File: config.mk
export PLATFORM = sky130hd
export DESIGN_NAME = inbox_fifo
export DESIGN_NICKNAME = d
export VERILOG_FILES = /design/src/rtl/inbox_fifo_pkg.sv /design/src/rtl/fifo_ram.sv /design/src/rtl/inbox_fifo.sv
export SDC_FILE = /design/constraint.sdc
export NUM_CORES = 1
export LEC_CHECK = 0
export BUFFER_PORTS_ARGS = -buffer_cell sky130_fd_sc_hd__buf_2
export CAP_MARGIN = 20
export CELL_PAD_IN_SITES_DETAIL_PLACEMENT = 1
export CELL_PAD_IN_SITES_GLOBAL_PLACEMENT = 2
export CORE_MARGIN = 1
export CORE_UTILIZATION = 44
export DETAILED_ROUTE_END_ITERATION = 7
export HOLD_SLACK_MARGIN = 0.08
export PLACE_DENSITY = 0.83
export SLEW_MARGIN = 20
export SYNTH_ARGS = -nofsm -noshare
export SYNTH_HDL_FRONTEND = slang
export SYNTH_SLANG_ARGS = --single-unit
export TNS_END_PERCENT = 100
File: constraint.sdc
create_clock -name clk -period 3.48 [get_ports clk]
set_clock_uncertainty 0.2 [all_clocks]
set_input_delay 1.044 -clock clk [delete_from_list [all_inputs] [get_ports clk]]
set_output_delay 1.044 -clock clk [all_outputs]
set_load 0.02 [all_outputs]
File: src/rtl/inbox_fifo_pkg.sv
// Shared definitions for the INBOX queue: datapath width and FIFO sizing helpers.
package inbox_fifo_pkg;

  localparam int unsigned INBOX_DATA_W = 8;

  // Occupancy needs one extra bit so that DEPTH itself is representable.
  function automatic int unsigned count_width(input int unsigned depth);
    return $clog2(depth) + 1;
  endfunction

endpackage

File: src/rtl/fifo_ram.sv
// Simple dual-port storage: synchronous write, asynchronous read (distributed-RAM friendly).
module fifo_ram #(
  parameter int unsigned DATA_W = 8,
  parameter int unsigned DEPTH  = 32,
  localparam int unsigned AddrW = $clog2(DEPTH)
) (
  input  logic              clk,
  input  logic              we,
  input  logic [AddrW-1:0]  waddr,
  input  logic [DATA_W-1:0] wdata,
  input  logic [AddrW-1:0]  raddr,
  output logic [DATA_W-1:0] rdata
);

  logic [DATA_W-1:0] mem [DEPTH];

  always_ff @(posedge clk) begin
    if (we) begin
      mem[waddr] <= wdata;
    end
  end

  assign rdata = mem[raddr];

endmodule

File: src/rtl/inbox_fifo.sv
// First-word-fall-through INBOX queue feeding the control unit; flags decoded from registered count.
module inbox_fifo
  import inbox_fifo_pkg::*;
#(
  parameter int unsigned DATA_W    = INBOX_DATA_W,
  parameter int unsigned DEPTH     = 32,
  parameter int unsigned AFULL_LVL = DEPTH - 4,
  localparam int unsigned CntW     = count_width(DEPTH)
) (
  input  logic              clk,
  input  logic              i_rst_n,
  input  logic              clear,
  input  logic              wr_en,
  input  logic [DATA_W-1:0] wr_data,
  input  logic              rd_en,
  output logic [DATA_W-1:0] rd_data,
  output logic              empty,
  output logic              full,
  output logic              almost_full,
  output logic [CntW-1:0]   count,
  output logic              overflow,
  output logic              underflow
);

  localparam int unsigned AddrW = $clog2(DEPTH);
  localparam logic [CntW-1:0] FullCnt  = CntW'(DEPTH);
  localparam logic [CntW-1:0] AfullCnt = CntW'(AFULL_LVL);

  logic [AddrW-1:0]  wr_ptr_q, wr_ptr_d;
  logic [AddrW-1:0]  rd_ptr_q, rd_ptr_d;
  logic [CntW-1:0]   count_q, count_d;
  logic              overflow_q, overflow_d;
  logic              underflow_q, underflow_d;
  logic              almost_full_q, almost_full_d;
  logic              is_empty, is_full;
  logic              push, pop;
  logic [DATA_W-1:0] ram_rdata;

  assign is_empty = (count_q == '0);
  assign is_full  = (count_q == FullCnt);

  // A pop on a full queue frees the head slot in the same cycle, so the push may proceed.
  assign push = wr_en & (~is_full | rd_en) & ~clear;
  assign pop  = rd_en & ~is_empty & ~clear;

  always_comb begin
    wr_ptr_d    = wr_ptr_q;
    rd_ptr_d    = rd_ptr_q;
    count_d     = count_q;
    overflow_d  = overflow_q;
    underflow_d = underflow_q;
    if (clear) begin
      wr_ptr_d    = '0;
      rd_ptr_d    = '0;
      count_d     = '0;
      overflow_d  = 1'b0;
      underflow_d = 1'b0;
    end else begin
      if (push) begin
        wr_ptr_d = wr_ptr_q + AddrW'(1);
      end
      if (pop) begin
        rd_ptr_d = rd_ptr_q + AddrW'(1);
      end
      case ({push, pop})
        2'b10:   count_d = count_q + CntW'(1);
        2'b01:   count_d = count_q - CntW'(1);
        default: count_d = count_q;
      endcase
      if (wr_en && is_full && !rd_en) begin
        overflow_d = 1'b1;
      end
      if (rd_en && is_empty) begin
        underflow_d = 1'b1;
      end
    end
    almost_full_d = (count_d >= AfullCnt);
  end

  always_ff @(posedge clk or negedge i_rst_n) begin
    if (!i_rst_n) begin
      wr_ptr_q      <= '0;
      rd_ptr_q      <= '0;
      count_q       <= '0;
      overflow_q    <= 1'b0;
      underflow_q   <= 1'b0;
      almost_full_q <= 1'b0;
    end else begin
      wr_ptr_q      <= wr_ptr_d;
      rd_ptr_q      <= rd_ptr_d;
      count_q       <= count_d;
      overflow_q    <= overflow_d;
      underflow_q   <= underflow_d;
      almost_full_q <= almost_full_d;
    end
  end

  fifo_ram #(
    .DATA_W (DATA_W),
    .DEPTH  (DEPTH)
  ) u_ram (
    .clk   (clk),
    .we    (push),
    .waddr (wr_ptr_q),
    .wdata (wr_data),
    .raddr (rd_ptr_q),
    .rdata (ram_rdata)
  );

  // Storage is not reset, so mask the head while nothing valid is stored.
  assign rd_data     = is_empty ? '0 : ram_rdata;
  assign empty       = is_empty;
  assign full        = is_full;
  assign almost_full = almost_full_q;
  assign count       = count_q;
  assign overflow    = overflow_q;
  assign underflow   = underflow_q;

endmodule

== Word-level counts from Yosys, hierarchy flattened ==
Memory sizes are Yosys's and may differ from the RTL's.
Index checks and enable logic that the tools add are counted.

* Register bits after elaboration: 19
* Word-level logic and storage cells: 45
* Input port bits: 13
* Memory bits (writable): 256
* Memories kept: 1

* Order comparisons: 1
* Multiplexer cells: 13
* Bitwise gates (word level): 8
* Reduce and logical (&&, ||, !) cells: 9
* Eq/ne operators: 3
* $add $sub $neg: 4

{| class="wikitable"
|+ Memory list
! memory !! words !! bits a word !! read ports !! clocked after Yosys merged registers in !! write ports !! RTL line !! source
|-
| u_ram.mem || 32 || 8 || 1 || 0 || 1 || fifo_ram.sv:15 || <nowiki>logic [DATA_W-1:0] mem [DEPTH];</nowiki>
|}

{| class="wikitable"
|+ Operator list
! operator !! number
|-
| $mux 5 || 4
|-
| $pmux 6 s2 || 1
|-
| $add 5x1->5 const B || 2
|-
| $mux 8 || 1
|-
| $reduce_bool 2->1 || 4
|-
| $add 6x1->6 const B || 1
|-
| $eq 6x6->1 const B || 1
|-
| $ge 6x5->1 const B || 1
|-
| $logic_not 6->1 || 1
|-
| $mux 1 || 6
|-
| $mux 6 || 1
|-
| $sub 6x1->6 const B || 1
|-
| $and 1x1->1 || 4
|-
| $logic_and 1x1->1 || 3
|-
| $not 1->1 || 3
|-
| $eq 2x1->1 const B || 1
|-
| $eq 2x2->1 const B || 1
|-
| $logic_not 1->1 || 1
|-
| $or 1x1->1 || 1
|}

== Depth between registers and ports, before layout ==
* Word-level depth: 9
* Gate-level depth with buffers: 17
* Mapped depth without buffers: 14

== Hierarchy ==
From an unflattened synthesis, not the netlist that was laid out.

* Cells, all modules: 547
* Area, all modules: 11,129.4 um2

{| class="wikitable"
|+ By module, submodules not included
! module !! cells an instance !! area an instance (um2) !! instances
|-
| fifo_ram || 409 || 9,893.2 || 1
|-
| inbox_fifo || 138 || 1,236.2 || 1
|}

== Worst setup path before layout ==
Ideal clock, no wire load.

* Kind: input -> register
* Start: input rd_en
* End: register almost_full_q, in the netlist almost_full
* Stages on the path: 15
* Arrival time: 3,592 ps
* Path slack: -422 ps
* Path through: nand4b_1 > and2_1 > buf_2 > nor2b_1 > inv_1 > ha_1 > buf_2 > xor2_1 > ha_1 > nor3b_1 > a2111oi_0 > nor2_1 > nor2_1 > xnor2_1 > o41ai_1

* Cells in the longest elaborated chain, start to end: 7
* Elaborated cells between the ends (all ways): 10
* Classes of those cells: order compare: 1; eq/ne: 2; mux: 2; bitwise: 5

{| class="wikitable"
|+ RTL lines
! item !! RTL line !! source
|-
| start: declaration || inbox_fifo.sv:15 || <nowiki>input logic rd_en,</nowiki>
|-
| $or 1x1->1 || inbox_fifo.sv:43 || <nowiki>assign push = wr_en & (~is_full | rd_en) & ~clear;</nowiki>
|-
| $and 1x1->1 (2 in series) || inbox_fifo.sv:43 ||
|-
| $eq 2x1->1 or $eq 2x2->1 (tied branches) || inbox_fifo.sv:65 || <nowiki>case ({push, pop})</nowiki>
|-
| $pmux 6 s2 (*) || inbox_fifo.sv:65 ||
|-
| $mux 6 (*) || inbox_fifo.sv:52 || <nowiki>if (clear) begin</nowiki>
|-
| $ge 6x5->1 (*) || inbox_fifo.sv:77 || <nowiki>almost_full_d = (count_d >= AfullCnt);</nowiki>
|-
| net almost_full_d || inbox_fifo.sv:34 || <nowiki>logic almost_full_q, almost_full_d;</nowiki>
|-
| end signal: assignment || inbox_fifo.sv:94 || <nowiki>almost_full_q <= almost_full_d;</nowiki>
|-
| end: declaration || inbox_fifo.sv:34 ||
|}

Mark *: on every way through the listed nets, which the timed path passes. The rest lies on a longest branch.
A chain may end at the register's enable or synchronous reset.

== Final worst setup path ==
* Start: register rd_ptr_q[0]
* End: output rd_data[2]

* Cells in the longest elaborated chain, start to end: 2

{| class="wikitable"
|+ RTL lines
! item !! RTL line !! source
|-
| start: declaration || inbox_fifo.sv:30 || <nowiki>logic [AddrW-1:0] rd_ptr_q, rd_ptr_d;</nowiki>
|-
| start signal: assignment || inbox_fifo.sv:90 || <nowiki>rd_ptr_q <= rd_ptr_d;</nowiki>
|-
| $mem_v2 32x8 || n/a ||
|-
| $mux 8 || inbox_fifo.sv:111 || <nowiki>assign rd_data = is_empty ? '0 : ram_rdata;</nowiki>
|-
| end: declaration || inbox_fifo.sv:16 || <nowiki>output logic [DATA_W-1:0] rd_data,</nowiki>
|}

No other way between the ends.

==> run metrics <==
status=complete, but fails checks; failing checks=DRC, setup timing; Routed WL=26.1 mm; Layout fillers=2343; required time of the worst setup path=about 2.2 ns; number of DRC violations after detailed routing=1; Finish-stage setup viols=8; Pins Over Slew Limit=0; most common library cell in the layout ignoring fill and taps=sky130_fd_sc_hd__edfxtp_1; count of warnings emitted by yosys=0; Post-Synthesis Net Count=between 500 and 600; number of top-level pins=32; port bufs=31; Tot Pwr=about 8.5 mW; number of flops mapped to enable cells by yosys=256; CTS sink cnt=about 280; starting density of the core=0.447; die boundary height=~160 um; via count of the routed design=5808; path category of the worst min-delay check=in2async; sequential area share after synthesis=0.727; maximum number of pins on one net before global-route repair=33; clock tree from TritonCTS=yes; Power per Cell Area=around 650 nW/um^2; final worst-path cycle share=1.14; worst reg2reg startpoint=count[1]$_DFF_PN0_; site row count=58; count of H-tree levels built during CTS=1; wire length of the first global-routing pass=39.5 mm; Core Footprint=25100 um^2; final total negative setup slack=-3.65 ns; Max stage delay on crit path=0.55 ns; average instance area after synthesis=19.4 um^2; maximum fanout along the worst path=7; first-pass iteration count of the detailed router=7; headroom to the max-slew limit=0.456; max frequency=approximately 250 MHz; number of diodes=0; proportion of synthesized flip-flops having asynchronous set or reset=0.0691; main area contributors after synthesis=sky130_fd_sc_hd__edfxtp_1, sky130_fd_sc_hd__mux4_2, sky130_fd_sc_hd__dfrtp_1; shortest clock period the worst path allows after layout=3.97 ns; final cell count without fillers=about 1000; worst-case setup slack after placement=-0.298 ns; total global routing overflow=0; P&R area growth vs syn=17.3%; total number of cells along the worst setup path=6; Hold Worst Slack=around 0.26 ns; setup slack of the worst register-to-register path=approximately 0.34 ns; Most used DFF post-synth=sky130_fd_sc_hd__edfxtp_1; post-detailed-route via-to-cell ratio=5.66; dpl hpwl=16.7 mm; slowest CP cell=sky130_fd_sc_hd__mux4_2; reg-to-reg critical path endpoint=almost_full$_DFF_PN0_; IR drop worst, VDD=between 300 and 400 uV; critical path launch point type=flip-flop; RePlAce Congestion=just under 0.8; Crit path buffers/inverters=2; nature of the critical path endpoint=primary output; Die Outline Area=26200 um^2; fraction of final layout cells sized beyond drive strength 1=0.328; max-cap violations=0; most frequent cells in the layout=sky130_fd_sc_hd__edfxtp_1, sky130_fd_sc_hd__nor2_1, sky130_fd_sc_hd__mux4_2, sky130_fd_sc_hd__buf_4, sky130_fd_sc_hd__clkbuf_16; routed length per placed instance=roughly 25 um; antenna violations before repair=0; cell family contributing the most delay on the critical path=multiplexers; GR Util All Layers=0.206; setup repair after global routing missed its margin=yes; number of instances in the synthesized netlist=578; transition time at the pin with the least slew margin=slightly above 0.8 ns; library cell occupying the most area in the post-synthesis netlist=sky130_fd_sc_hd__edfxtp_1; Skew-Pair Late Insertion Delay=0.53 ns; clock buffer count from CTS=28; leakage power total=4.33 nW; clock tree buffer depth=3; number of placed instances with taps included=964; slack of the critical path=-0.492 ns; count of antenna-violating nets left after detailed routing=0; signal arrival time at the worst endpoint=2.73 ns; number of DRC markers in iteration 0=489; count of final hold-check violations=0; Root Buffer=sky130_fd_sc_hd__clkbuf_16; Worst Path Class, Setup=reg2out; list of cells traversed by the critical path=buf_6, mux4_2, mux4_2, nor2_1, nor2_1, buf_2; clock-pin transition on the worst setup and hold timing paths=0.07 ns; CTS Hold Buffers Added=0; vias in the first global route=6280; Yosys top cell area share=0.684; Final nets=695; Synth Cell Area=roughly 11000 um^2; Chip Width=around 160 um; post-synthesis sequential element count=275; post-synthesis cell type count=44; Worst Reg-to-Reg Cells=14
## timing repair
action,CTS,global route
endpoints found under the hold margin,0,0
gates resized for setup,24,12
endpoints found under the setup margin,8,9
setup buffers,7,2
pin swaps,0,1
cloned,1,1
## metal layers
metal  GRT usage  vias up  part of all wire
met1       0.286     3086              0.43
met2       0.349      191              0.51
met4      0.0480        0             0.013
met3      0.0271       24             0.052
li1            -     2507                 -
met5           0        -                 0
## synth_stat cells, types with 2 or more instances
| cell type | count |
|---|---|
| sky130_fd_sc_hd__edfxtp_1 | 256 |
| sky130_fd_sc_hd__nor2_1 | 70 |
| sky130_fd_sc_hd__mux4_2 | 56 |
| sky130_fd_sc_hd__dfrtp_1 | 19 |
| sky130_fd_sc_hd__mux4_1 | 16 |
| sky130_fd_sc_hd__a21oi_1 | 14 |
| sky130_fd_sc_hd__nand2_1 | 12 |
| sky130_fd_sc_hd__clkbuf_1 | 11 |
| sky130_fd_sc_hd__nor2b_1 | 10 |
| sky130_fd_sc_hd__xor2_1 | 10 |
| sky130_fd_sc_hd__buf_2 | 9 |
| sky130_fd_sc_hd__ha_1 | 8 |
| sky130_fd_sc_hd__mux2i_1 | 8 |
| sky130_fd_sc_hd__inv_1 | 6 |
| sky130_fd_sc_hd__mux2_2 | 6 |
| sky130_fd_sc_hd__o21ai_1 | 6 |
| sky130_fd_sc_hd__xnor2_1 | 5 |
| sky130_fd_sc_hd__nand3_1 | 4 |
| sky130_fd_sc_hd__nand3b_1 | 4 |
| sky130_fd_sc_hd__nand4_1 | 4 |
| sky130_fd_sc_hd__a2111oi_0 | 3 |
| sky130_fd_sc_hd__a211oi_1 | 3 |
| sky130_fd_sc_hd__and2_1 | 3 |
| sky130_fd_sc_hd__buf_4 | 3 |
| sky130_fd_sc_hd__buf_6 | 3 |
| sky130_fd_sc_hd__nand2b_1 | 3 |
| sky130_fd_sc_hd__nand4b_1 | 3 |
| sky130_fd_sc_hd__nor4_1 | 3 |
| sky130_fd_sc_hd__a221oi_1 | 2 |
| sky130_fd_sc_hd__buf_1 | 2 |
| sky130_fd_sc_hd__buf_8 | 2 |
| sky130_fd_sc_hd__nor3_1 | 2 |
## how the worst max path moves through the flow
stage / startpoint / end
final: rd_ptr_q[0]$_DFFE_PN0P_ / rd_data[2]
after CTS: rd_ptr_q[0]$_DFFE_PN0P_ / rd_data[7]
after global routing: rd_ptr_q[0]$_DFFE_PN0P_ / rd_data[1]
after global placement: rd_en / almost_full$_DFF_PN0_
after detailed placement: rd_en / almost_full$_DFF_PN0_
after floorplan: rd_en / almost_full$_DFF_PN0_
## logic make-up after synthesis
| group | Yosys count | synth area share |
|---|---|---|
| xor gates and xnor gates | 15 | 0.0117 |
| adders and majority gates | 8 | 0.00891 |
| buffers and inverters | 39 | 0.0208 |
| muxes | 86 | 0.163 |
| and+or+nand+nor | 123 | 0.0517 |
| DFF | 275 | 0.727 |
| AOI/OAI and AO/OA | 32 | 0.0173 |
## registers in the layout, indices dropped and copies added, names as in the netlist
name and count:
u_ram.mem 256, count 6, rd_ptr_q 5, wr_ptr_q 5, almost_full 1, overflow 1
underflow 1
## power by group
part,switching [mW],total (mW),internal [mW]
logic,0.949,1.87,0.919
clock network,1.17,2.93,1.76
registers,0.0625,3.73,3.66
total,2.18,8.53,6.35
## final cells by class
class | count | area [um^2] | share of cell area
Inverter | 7 | 26.3 | 0.00199
Tap cell | 330 | 413 | 0.0313
Clock inverter | 7 | 82.6 | 0.00627
Multi-Input combinational cell | 264 | 2860 | 0.217
Sequential cell | 275 | 8170 | 0.620
Timing Repair Buffer | 98 | 796 | 0.0604
Clock buffer | 45 | 826 | 0.0627
## metrics by stage
| stage | util | cell area [um^2] |
|---|---|---|
| floorplan | - | 11300 |
| global placement | 0.482 | 12100 |
| detailed placement | 0.482 | 12100 |
| CTS | 0.523 | 13100 |
| global route | 0.525 | 13200 |
| finish | 0.525 | 13200 |
Power figures use the tool's default switching activity.
